`src/rtl/uc_pkg.sv`:
```
// Shared types and micro-word layout for the microsequenced control unit.
// The ctrl field keeps the bit order of the single-cycle control encoding.
package uc_pkg;

   typedef enum logic [1:0] {
      DISPATCH = 2'd0,
      EXEC     = 2'd1,
      INT      = 2'd2
   } uc_state_e;

   // ctrl[11:0] bit positions, MSB first: pcinc cjmp ret Wreg Sregin SBalu ENflag OPalu Wbus
   localparam int CTRL_W       = 12;
   localparam int C_PCINC      = 11;
   localparam int C_CJMP       = 10;
   localparam int C_RET        = 9;
   localparam int C_WREG       = 8;
   localparam int C_SREGIN_LSB = 6;
   localparam int SREGIN_W     = 2;
   localparam int C_SBALU      = 5;
   localparam int C_ENFLAG     = 4;
   localparam int C_OPALU_LSB  = 1;
   localparam int OPALU_W      = 3;
   localparam int C_WBUS       = 0;

   function automatic int uw_width(input int fsw, input int uaw);
      return CTRL_W + 1 + 1 + fsw + uaw;
   endfunction

   function automatic int end_bit(input int fsw, input int uaw);
      return fsw + uaw + 1;
   endfunction

   function automatic int ubr_bit(input int fsw, input int uaw);
      return fsw + uaw;
   endfunction

   function automatic int fsel_lsb(input int uaw);
      return uaw;
   endfunction

   localparam int DEF_FSW = 2;
   localparam int DEF_UAW = 6;
   localparam int DEF_UW  = uw_width(DEF_FSW, DEF_UAW);

endpackage

```
`src/rtl/uc_ustore.sv`:
```
// 1R1W RAM with synchronous write and read-first read; the read side is either
// registered (with enable and output clear) or combinational.
module uc_ustore #(
   parameter int AW      = 6,
   parameter int DW      = 22,
   parameter bit REG_OUT = 1'b1
) (
   input  logic          clk,
   input  logic          rst,
   input  logic          we,
   input  logic [AW-1:0] waddr,
   input  logic [DW-1:0] wdata,
   input  logic          re,
   input  logic [AW-1:0] raddr,
   output logic [DW-1:0] rdata
);

   logic [DW-1:0] mem [2**AW];

   // NOTE: the array has no reset; its contents are loaded through the write port and survive rst.
   always_ff @(posedge clk) begin
      if (we) mem[waddr] <= wdata;
   end

   generate
      if (REG_OUT) begin : g_reg
         always_ff @(posedge clk) begin
            if (rst)     rdata <= '0;
            else if (re) rdata <= mem[raddr];
         end
      end else begin : g_comb
         logic unused_ctl;
         assign unused_ctl = rst ^ re;
         assign rdata      = mem[raddr];
      end
   endgenerate

endmodule

```
`src/rtl/uc_seq.sv`:
```
// Microsequenced control unit: opcode dispatch into a writable micro-store,
// flag micro-branches and interrupt entry, driving the datapath control set.
module uc_seq
   import uc_pkg::*;
#(
   parameter int             OPW     = 5,
   parameter int             UAW     = 6,
   parameter int             NFLAG   = 4,
   parameter int             FSW     = 2,
   parameter logic [UAW-1:0] INT_VEC = 6'h3C,
   localparam int            UW      = uw_width(FSW, UAW)
) (
   input  logic             CLK,
   input  logic             RST,
   input  logic [OPW-1:0]   OPCode,
   input  logic [FSW-1:0]   A,
   input  logic [NFLAG-1:0] FLAG,
   input  logic             IRvalid,
   input  logic             STALL,
   input  logic             interrupt,
   input  logic             UWE,
   input  logic [UAW-1:0]   UWADDR,
   input  logic [UW-1:0]    UWDATA,
   input  logic             DWE,
   input  logic [OPW-1:0]   DWADDR,
   input  logic [UAW-1:0]   DWDATA,
   output logic             IRld,
   output logic             iack,
   output logic             busy,
   output logic             PCpp,
   output logic             JMP,
   output logic             ret,
   output logic             Wreg,
   output logic [1:0]       Sregin,
   output logic             SBalu,
   output logic             ENflag,
   output logic [2:0]       OPalu,
   output logic             Wbus
);

   localparam int END_B  = end_bit(FSW, UAW);
   localparam int UBR_B  = ubr_bit(FSW, UAW);
   localparam int FSEL_L = fsel_lsb(UAW);

   uc_state_e        state, state_nxt;
   logic [UAW-1:0]   upc, upc_nxt, disp_upc;
   logic [UW-1:0]    uword;
   logic             pend, busy_q;

   logic [CTRL_W-1:0] ctrl;
   logic              w_end, w_ubr, jmp_c;
   logic [FSW-1:0]    w_fsel;
   logic [UAW-1:0]    w_tgt;

   assign ctrl   = uword[UW-1 -: CTRL_W];
   assign w_end  = uword[END_B];
   assign w_ubr  = uword[UBR_B];
   assign w_fsel = uword[FSEL_L +: FSW];
   assign w_tgt  = uword[UAW-1:0];

   // Addressed by the next upc so the word lands in its register on the same edge as upc.
   uc_ustore #(.AW(UAW), .DW(UW), .REG_OUT(1'b1)) u_ustore (
      .clk   (CLK),
      .rst   (RST),
      .we    (UWE),
      .waddr (UWADDR),
      .wdata (UWDATA),
      .re    (~STALL),
      .raddr (upc_nxt),
      .rdata (uword)
   );

   // Dispatch resolves in the IRld cycle, so the first micro-word drives controls one cycle later.
   uc_ustore #(.AW(OPW), .DW(UAW), .REG_OUT(1'b0)) u_dispatch (
      .clk   (CLK),
      .rst   (RST),
      .we    (DWE),
      .waddr (DWADDR),
      .wdata (DWDATA),
      .re    (1'b1),
      .raddr (OPCode),
      .rdata (disp_upc)
   );

   // NOTE: state lives in always_ff with <= only; all decode stays in always_comb with =.
   always_ff @(posedge CLK) begin
      if (RST) begin
         state  <= DISPATCH;
         upc    <= '0;
         pend   <= 1'b0;
         busy_q <= 1'b0;
      end else begin
         state  <= state_nxt;
         upc    <= upc_nxt;
         pend   <= interrupt | (pend & ~iack);
         busy_q <= (state_nxt != DISPATCH);
      end
   end

   // NOTE: every output of this block gets a default first, so no path can infer a latch.
   always_comb begin
      state_nxt = state;
      upc_nxt   = upc;
      IRld      = 1'b0;
      iack      = 1'b0;
      if (!STALL) begin
         case (state)
            DISPATCH: begin
               if (pend) begin
                  iack      = 1'b1;
                  upc_nxt   = INT_VEC;
                  state_nxt = INT;
               end else if (IRvalid) begin
                  IRld      = 1'b1;
                  upc_nxt   = disp_upc;
                  state_nxt = EXEC;
               end
            end
            default: begin
               if (w_end)                      state_nxt = DISPATCH;
               else if (w_ubr && FLAG[w_fsel]) upc_nxt   = w_tgt;
               else                            upc_nxt   = upc + 1'b1;
            end
         endcase
      end
   end

   always_comb begin
      jmp_c  = 1'b0;
      PCpp   = 1'b0;
      JMP    = 1'b0;
      ret    = 1'b0;
      Wreg   = 1'b0;
      Sregin = '0;
      SBalu  = 1'b0;
      ENflag = 1'b0;
      OPalu  = '0;
      Wbus   = 1'b0;
      if (state != DISPATCH) begin
         jmp_c  = ctrl[C_RET] | (ctrl[C_CJMP] & FLAG[A]);
         JMP    = jmp_c;
         PCpp   = ctrl[C_PCINC] & ~jmp_c;
         ret    = ctrl[C_RET];
         Wreg   = ctrl[C_WREG];
         Sregin = ctrl[C_SREGIN_LSB +: SREGIN_W];
         SBalu  = ctrl[C_SBALU];
         ENflag = ctrl[C_ENFLAG];
         OPalu  = ctrl[C_OPALU_LSB +: OPALU_W];
         Wbus   = ctrl[C_WBUS] | (state == INT);
      end
   end

   assign busy = busy_q;

endmodule
```
`config.mk`:
```
export PLATFORM = sky130hd
export DESIGN_NAME = uc_seq
export DESIGN_NICKNAME = d
export VERILOG_FILES = /design/src/rtl/uc_pkg.sv /design/src/rtl/uc_ustore.sv /design/src/rtl/uc_seq.sv
export SDC_FILE = /design/constraint.sdc
export NUM_CORES = 2
export LEC_CHECK = 0
export BUFFER_PORTS_ARGS = -buffer_cell sky130_fd_sc_hd__buf_2
export CAP_MARGIN = 20
export CORE_UTILIZATION = 57
export DETAILED_ROUTE_END_ITERATION = 16
export PLACE_DENSITY = 0.76
export SLEW_MARGIN = 20
export SYNTH_ARGS = -nofsm -noshare
export SYNTH_HDL_FRONTEND = slang
export SYNTH_SLANG_ARGS = --single-unit
```
`constraint.sdc`:
```
create_clock -name CLK -period 3.6 [get_ports CLK]
set_input_delay 0.54 -clock CLK [delete_from_list [all_inputs] [get_ports CLK]]
set_output_delay 0.54 -clock CLK [all_outputs]
set_load 0.05 [all_outputs]
```
### Word level (Yosys, flattened, before mapping)

Memories as Yosys holds them, arrays and structs flattened. A register that Yosys moved wholly into a read port is not among the register bits.
Index checks and enable logic that the tools add are counted.

| storage, ports and cells | value |
|---|---|
| bits in registers | 10 |
| RAM bits | 1600 |
| input bits | 57 |
| output and inout port bits | 15 |
| word-level logic and storage cells | 58 |
| memories kept | 2 |

Memories:

| name | depth | width | read ports | clocked after memory_dff | wr ports | RTL line | RTL |
|---|---|---|---|---|---|---|---|
| u_ustore.mem | 64 | 22 | 1 | 1 | 1 | uc_ustore.sv:18 | `logic [DW-1:0] mem [2**AW];` |
| u_dispatch.mem | 32 | 6 | 1 | 0 | 1 | uc_ustore.sv:18 |  |

| cells by class | value |
|---|---|
| $add $sub $neg | 1 |
| order comparisons | 2 |
| equal/unequal tests | 1 |
| muxes and demuxes | 35 |
| bitwise gates (word level) | 8 |
| reductions and logical operators | 5 |

Operator list:

| operator | count |
|---|---|
| 2-to-1 mux 6 bit | 6 |
| 2-to-1 mux 1 bit | 20 |
| 2-to-1 mux 2 bit | 6 |
| adder 6 x 1 -> 6 bit (second input constant) | 1 |
| < comparator 2 x 3 -> 1 bit (second input constant) | 2 |
| binary-select mux 1 bit (select 2 bit) | 2 |
| nonzero test 2 bit | 2 |
| AND 1 bit | 3 |
| 2-to-1 mux 3 bit | 1 |
| bitwise OR 1 bit | 3 |
| == test 2 bit (second input constant) | 1 |
| zero test 2 bit | 1 |
| inverter 1 bit | 2 |
| logical AND 1 bit | 1 |
| zero test 1 bit | 1 |

### Logic depth before layout (Yosys ltp)

| depth | value |
|---|---|
| word-level depth | 7 |
| depth in mapped cells | 17 |
| mapped depth without buffers | 11 |

### By module

A second synthesis with hierarchy kept.

| second synthesis, totals | value |
|---|---|
| cells, all modules | 3196 |
| area total of the unflattened synthesis | 63408.3 µm² |

Modules (own cells, without submodules):

| module | instances | cells each | area each (µm²) | seq. area each (µm²) |
|---|---|---|---|---|
| uc_ustore (u_ustore) | 1 | 2760 | 55039.0 | 42721.0 |
| uc_ustore (u_dispatch) | 1 | 317 | 7469.7 | 5765.5 |
| uc_seq | 1 | 119 | 899.6 | 200.2 |

### Least setup slack after synthesis

Ideal clock, no wire load.

| path | value |
|---|---|
| path kind | input to register |
| start | in OPCode[2] |
| end | reg u_ustore.rdata[0] (read register of u_ustore.mem) |
| library setup time | 0.120 ns |
| arrival time | 3.426 ns |
| required time | 3.480 ns |
| path slack | 0.055 ns |
| stages on the path | 12 |
| path buffers | 4 |
| path through | buf_1 mux4_2 a211oi_1 a211oi_2 a221oi_2 buf_6 buf_6 buf_6 mux4_2 a211oi_2 nor4_1 a211o_1 |

| between the ends | value |
|---|---|
| word-level cells in the longest chain between the ends | 5 |

RTL lines:

| element | RTL line | RTL |
|---|---|---|
| start, declared | uc_seq.sv:15 | `input logic [OPW-1:0] OPCode,` |
| memory (32 x 6 bit) | -- |  |
| 2-to-1 mux 6 bit | uc_seq.sv:113 | `end else if (IRvalid) begin` |
| 2-to-1 mux 6 bit | uc_seq.sv:109 | `if (pend) begin` |
| 2-to-1 mux 6 bit | uc_seq.sv:107 | `case (state)` |
| 2-to-1 mux 6 bit | uc_seq.sv:106 | `if (!STALL) begin` |
| end, declared | uc_ustore.sv:15 | `output logic [DW-1:0] rdata` |

Every way passes these cells.
A chain may end at the register's enable or synchronous reset.

### Worst setup path after layout

| path | value |
|---|---|
| start | reg u_ustore.rdata[6] (read register of u_ustore.mem) |
| end | reg u_ustore.rdata[6] (read register of u_ustore.mem) |

| between the ends | value |
|---|---|
| word-level cells in the longest chain between the ends | 7 |

RTL lines:

| element | RTL line | RTL |
|---|---|---|
| binary-select mux 1 bit (select 2 bit) | uc_seq.sv:121 | `else if (w_ubr && FLAG[w_fsel]) upc_nxt = w_tgt;` |
| 2-to-1 mux 1 bit (not written as such) | uc_seq.sv:121 |  |
| logical AND 1 bit | uc_seq.sv:121 |  |
| 2-to-1 mux 6 bit | uc_seq.sv:121 |  |
| 2-to-1 mux 6 bit | uc_seq.sv:120 | `if (w_end) state_nxt = DISPATCH;` |
| 2-to-1 mux 6 bit | uc_seq.sv:107 |  |
| 2-to-1 mux 6 bit | uc_seq.sv:106 |  |

Every way passes these cells. The select of a mux whose other input is x is not followed.

==> impl_metrics.env <==
export IMPL_clock_sink_count=1632
export IMPL_worstReg2RegEnd="u_ustore.rdata[6]"
export IMPL_synth_cell_type_count=60
export IMPL_hold_class="in2reg"
export IMPL_drt_pre_antenna_iters=6
export IMPL_fillerInstances=6833
export IMPL_dr_first_iter_drc_count=5928
export IMPL_die_height_um=337
export IMPL_status="finished, violations left"
export IMPL_layout_setup_ws_ns=-0.523
export IMPL_clockBufferDepth=3
export IMPL_finClkSkew_ns=0.0374
export IMPL_power_switching_mw=12.1
export IMPL_path_clk_slew_ns=0.06
export IMPL_synth_main_ff_cell="sky130_fd_sc_hd__edfxtp_1"
export IMPL_failing_checks="negative setup slack"
export IMPL_layout_commonest_cell="sky130_fd_sc_hd__edfxtp_1"
export IMPL_sw_frac_of_total=0.262
export IMPL_path_class="reg2reg"
export IMPL_die_x_um=337
export IMPL_critical_path_max_stage_delay_ns=0.69
export IMPL_place_port_buffers=71
export IMPL_cpMaxStageDelayCell="sky130_fd_sc_hd__mux4_2"
export IMPL_detailedPlacementHpwl_mm=107
export IMPL_synth_yosys_seq_area_share=0.762
export IMPL_grt_pass1_vias=36100
export IMPL_synth_top_cell_area_share=0.752
export IMPL_ys_async_sr_fraction=0
export IMPL_avgRoutedWirePerCell_um=31.3
export IMPL_synth_top_cells_by_area="sky130_fd_sc_hd__edfxtp_1, sky130_fd_sc_hd__mux4_2, sky130_fd_sc_hd__a211oi_1, sky130_fd_sc_hd__mux2i_1, sky130_fd_sc_hd__nand2_1"
export IMPL_ioPinCount=72
export IMPL_layout_cells_non_filler=5564
export IMPL_whs_endpoint="u_dispatch.mem[31][4]"
export IMPL_critical_path_top_delay_family="multiplexers"
export IMPL_timing_rr_start="u_ustore.rdata[6]"
export IMPL_critPathMaxFanout=17
export IMPL_hold_path_depth=1
export IMPL_detail_route_vias_per_cell=6.71
export IMPL_cts_max_level=4
export IMPL_detail_route_wirelength_mm=174
export IMPL_share_of_final_layout_standard_cells_stronger_than_drive_strength_1=0.290
export IMPL_p_leak_nw=25.3
export IMPL_critPathArrivalTime_ns=4.84
export IMPL_gpl_final_weighted_congestion=0.964
export IMPL_number_of_cells_after_detailed_placement=5267
export IMPL_cts_root_buffer="sky130_fd_sc_hd__clkbuf_16"
export IMPL_pwr_share_seq=0.462
export IMPL_hold_viol=0
export IMPL_antenna_found_initial=14
export IMPL_min_delay_start="DWDATA[4]"
export IMPL_synth_warning_count=0
export IMPL_antenna_left=0
export IMPL_setup_repair_after_global_routing_missed_its_margin="true"
export IMPL_via_count=37400
export IMPL_critical_path_required_ns=4.32
export IMPL_netlist_top_cell_by_area="sky130_fd_sc_hd__edfxtp_1"
export IMPL_grt_first_pass_wirelength_mm=250
export IMPL_power_per_cell_area_nw_per_um2=614
export IMPL_start_util=0.576
export IMPL_post_route_min_period_ns=4.12
export IMPL_worstSkewPairLatency_ns=0.78
export IMPL_clock_network_fraction_of_design_power=0.344
export IMPL_synth_enable_flop_cells=1600
export IMPL_stdcell_area_um2=75300
export IMPL_drc=0
export IMPL_combinationalPowerShare=0.195
export IMPL_rows=122
export IMPL_syn2layout_area_growth_pct=17.9
export IMPL_grt_util_all_layers=0.310
export IMPL_floorplan_core_area_um2=111000
export IMPL_syn_area_per_cell_um2=18.5
export IMPL_worst_r2r_setup_slack_ns=-0.52
export IMPL_largest_net_degree_at_the_start_of_global_routing=65
export IMPL_cell_internal_power_mw=34.1
export IMPL_fin_total_pwr_mw=46.2
export IMPL_layout_nets=4006
export IMPL_timing_slew_headroom=0.220
export IMPL_crit_chain="mux4_2 -> buf_4 -> nand2_1 -> mux2_2 -> a21o_4 -> and2_4 -> nand3b_1 -> buf_12 -> buf_12 -> o22a_1 -> o221ai_1 -> buf_4 -> nor4_2 -> a211o_1"
export IMPL_syn_nets=3502
export IMPL_ys_seq_elements=1632
export IMPL_reg2reg_path_depth=14
export IMPL_grt_overflow=0
export IMPL_tritoncts="done"
export IMPL_numCtsBuffers=157
export IMPL_fin_crit_sh=1.15
export IMPL_category_of_the_worst_setup_path_launch_point="flip-flop"
export IMPL_synth_cells=3444
export IMPL_area_after_dpl_um2=70000
export IMPL_final_util=0.679
export IMPL_timing_worst_slew_pin_value_ns=1.17
export IMPL_layout_common_cells="sky130_fd_sc_hd__edfxtp_1, sky130_fd_sc_hd__buf_4, sky130_fd_sc_hd__mux4_2, sky130_fd_sc_hd__nand2_1, sky130_fd_sc_hd__clkbuf_16"
export IMPL_power_ir_vdd_worst_v=0.000499
export IMPL_worst_path_buf_inv=4
export IMPL_critical_path_endpoint_type="flip-flop"
export IMPL_max_cap_viols=0
export IMPL_final_hold_worst_slack_ns=0.275
export IMPL_report_final_setup_viol=22
export IMPL_synthesis_area_um2=63900
export IMPL_max_clock_freq_ghz=0.243
export IMPL_fp_dieArea_um2=113000
export IMPL_timing_final_max_slew_violations=0
worst max-delay path by stage:
| stage | startpoint | endpoint | depth (start not counted) |
|---|---|---|---|
| after floorplan | OPCode[2] | u_ustore.rdata[0] | 12 |
| after CTS | u_ustore.rdata[6] | u_ustore.rdata[6] | 14 |
| final | u_ustore.rdata[6] | u_ustore.rdata[6] | 14 |
| after global routing | u_ustore.rdata[6] | u_ustore.rdata[6] | 14 |
| after global placement | OPCode[0] | u_ustore.rdata[6] | 17 |
| after detailed placement | OPCode[0] | u_ustore.rdata[3] | 15 |
synth_stat cells, types with 11 or more instances:
master	instances
sky130_fd_sc_hd__inv_1	27
sky130_fd_sc_hd__nor4_1	41
sky130_fd_sc_hd__a21oi_1	33
sky130_fd_sc_hd__nor2b_1	59
sky130_fd_sc_hd__edfxtp_1	1600
sky130_fd_sc_hd__o22a_1	21
sky130_fd_sc_hd__nand3_1	20
sky130_fd_sc_hd__dfxtp_1	32
sky130_fd_sc_hd__a31oi_1	91
sky130_fd_sc_hd__o22ai_1	66
sky130_fd_sc_hd__buf_6	15
sky130_fd_sc_hd__clkbuf_1	128
sky130_fd_sc_hd__o21ai_0	28
sky130_fd_sc_hd__a211oi_1	149
sky130_fd_sc_hd__nor3_1	14
sky130_fd_sc_hd__and3_1	132
sky130_fd_sc_hd__buf_1	11
sky130_fd_sc_hd__nor2_1	140
sky130_fd_sc_hd__mux2i_1	110
sky130_fd_sc_hd__buf_4	23
sky130_fd_sc_hd__o221ai_1	21
sky130_fd_sc_hd__buf_2	48
sky130_fd_sc_hd__a211o_1	20
sky130_fd_sc_hd__mux4_2	258
sky130_fd_sc_hd__o211ai_1	44
sky130_fd_sc_hd__nand2_1	221
kinds of logic after synthesis:
kind of cell,Yosys count,share of synthesized area
compound gates,512,0.0576
xor+xnor,1,0.000137
fa+ha+maj,1,0.000196
buf+inv,254,0.0190
flops,1632,0.762
mux,375,0.109
simple gates,669,0.0513
registers in the layout (all words and copies together), names as in the netlist:
register and count:
u_dispatch.mem 192, state 2, upc 6, u_ustore.rdata 22, pend 1, u_ustore.mem 1408, busy 1
worst reg2reg max path, delay by kind of cell, from the launching register on:
kind                   cells  cell delay, ns
buffers and inverters      4            0.86
multiplexers               2            1.07
AND/OR/NAND/NOR            4            1.01
flip-flops                 1            0.37
AO/OA/AOI/OAI              4            0.74
final cells by class:
type	instances	area, um^2	share of cell area
diodes	6	15.0	0.000199
flip-flops and latches	1632	48700	0.647
clock inverters	72	616	0.00818
repair buffers	570	5230	0.0695
inverters	29	109	0.00145
multi-input cells	1558	14500	0.193
well taps	1488	1860	0.0247
clock buffers	209	4260	0.0566
metrics by stage:
| step | setup slack [ns] | setup TNS (ns) |
|---|---|---|
| 2_1_floorplan | 0.0547 | 0 |
| 3_3_place_gp | -0.986 | -17.17 |
| 3_5_place_dp | -1.03 | -18.22 |
| 4_1_cts | -0.413 | -7.88 |
| 5_1_grt | -0.532 | -10.54 |
| 6_report | -0.523 | -9.29 |
power groups by stage:
| stage | sequential, mW | combinational [mW] | clock, mW |
|---|---|---|---|
| after floorplan | 21.6 | 4.34 | 0 |
| after global placement | 21.7 | 8.37 | 0 |
| after detailed placement | 21.7 | 8.50 | 0 |
| after CTS | 21.3 | 8.73 | 16.0 |
| after global routing | 21.3 | 9.32 | 16.7 |
| final | 21.3 | 9.00 | 15.9 |
what timing repair did:
action	4_1_cts	5_1_grt
gates cloned	0	1
pin swaps	4	2
hold buffers	1	0
setup endpoints to repair	22	22
resized for setup	35	23
setup buffers	7	1
endpoints found under the hold margin	1	0
per-layer routing:
| layer | vias to the layer above | share of wire | track usage |
|---|---|---|---|
| met5 | - | 0.00057 | 0 |
| met4 | 16 | 0.047 | 0.132 |
| met3 | 442 | 0.14 | 0.0879 |
| met2 | 2835 | 0.46 | 0.464 |
| met1 | 18900 | 0.36 | 0.431 |
| li1 | 15100 | - | - |
No activity file was read; power rests on OpenSTA's default activity.
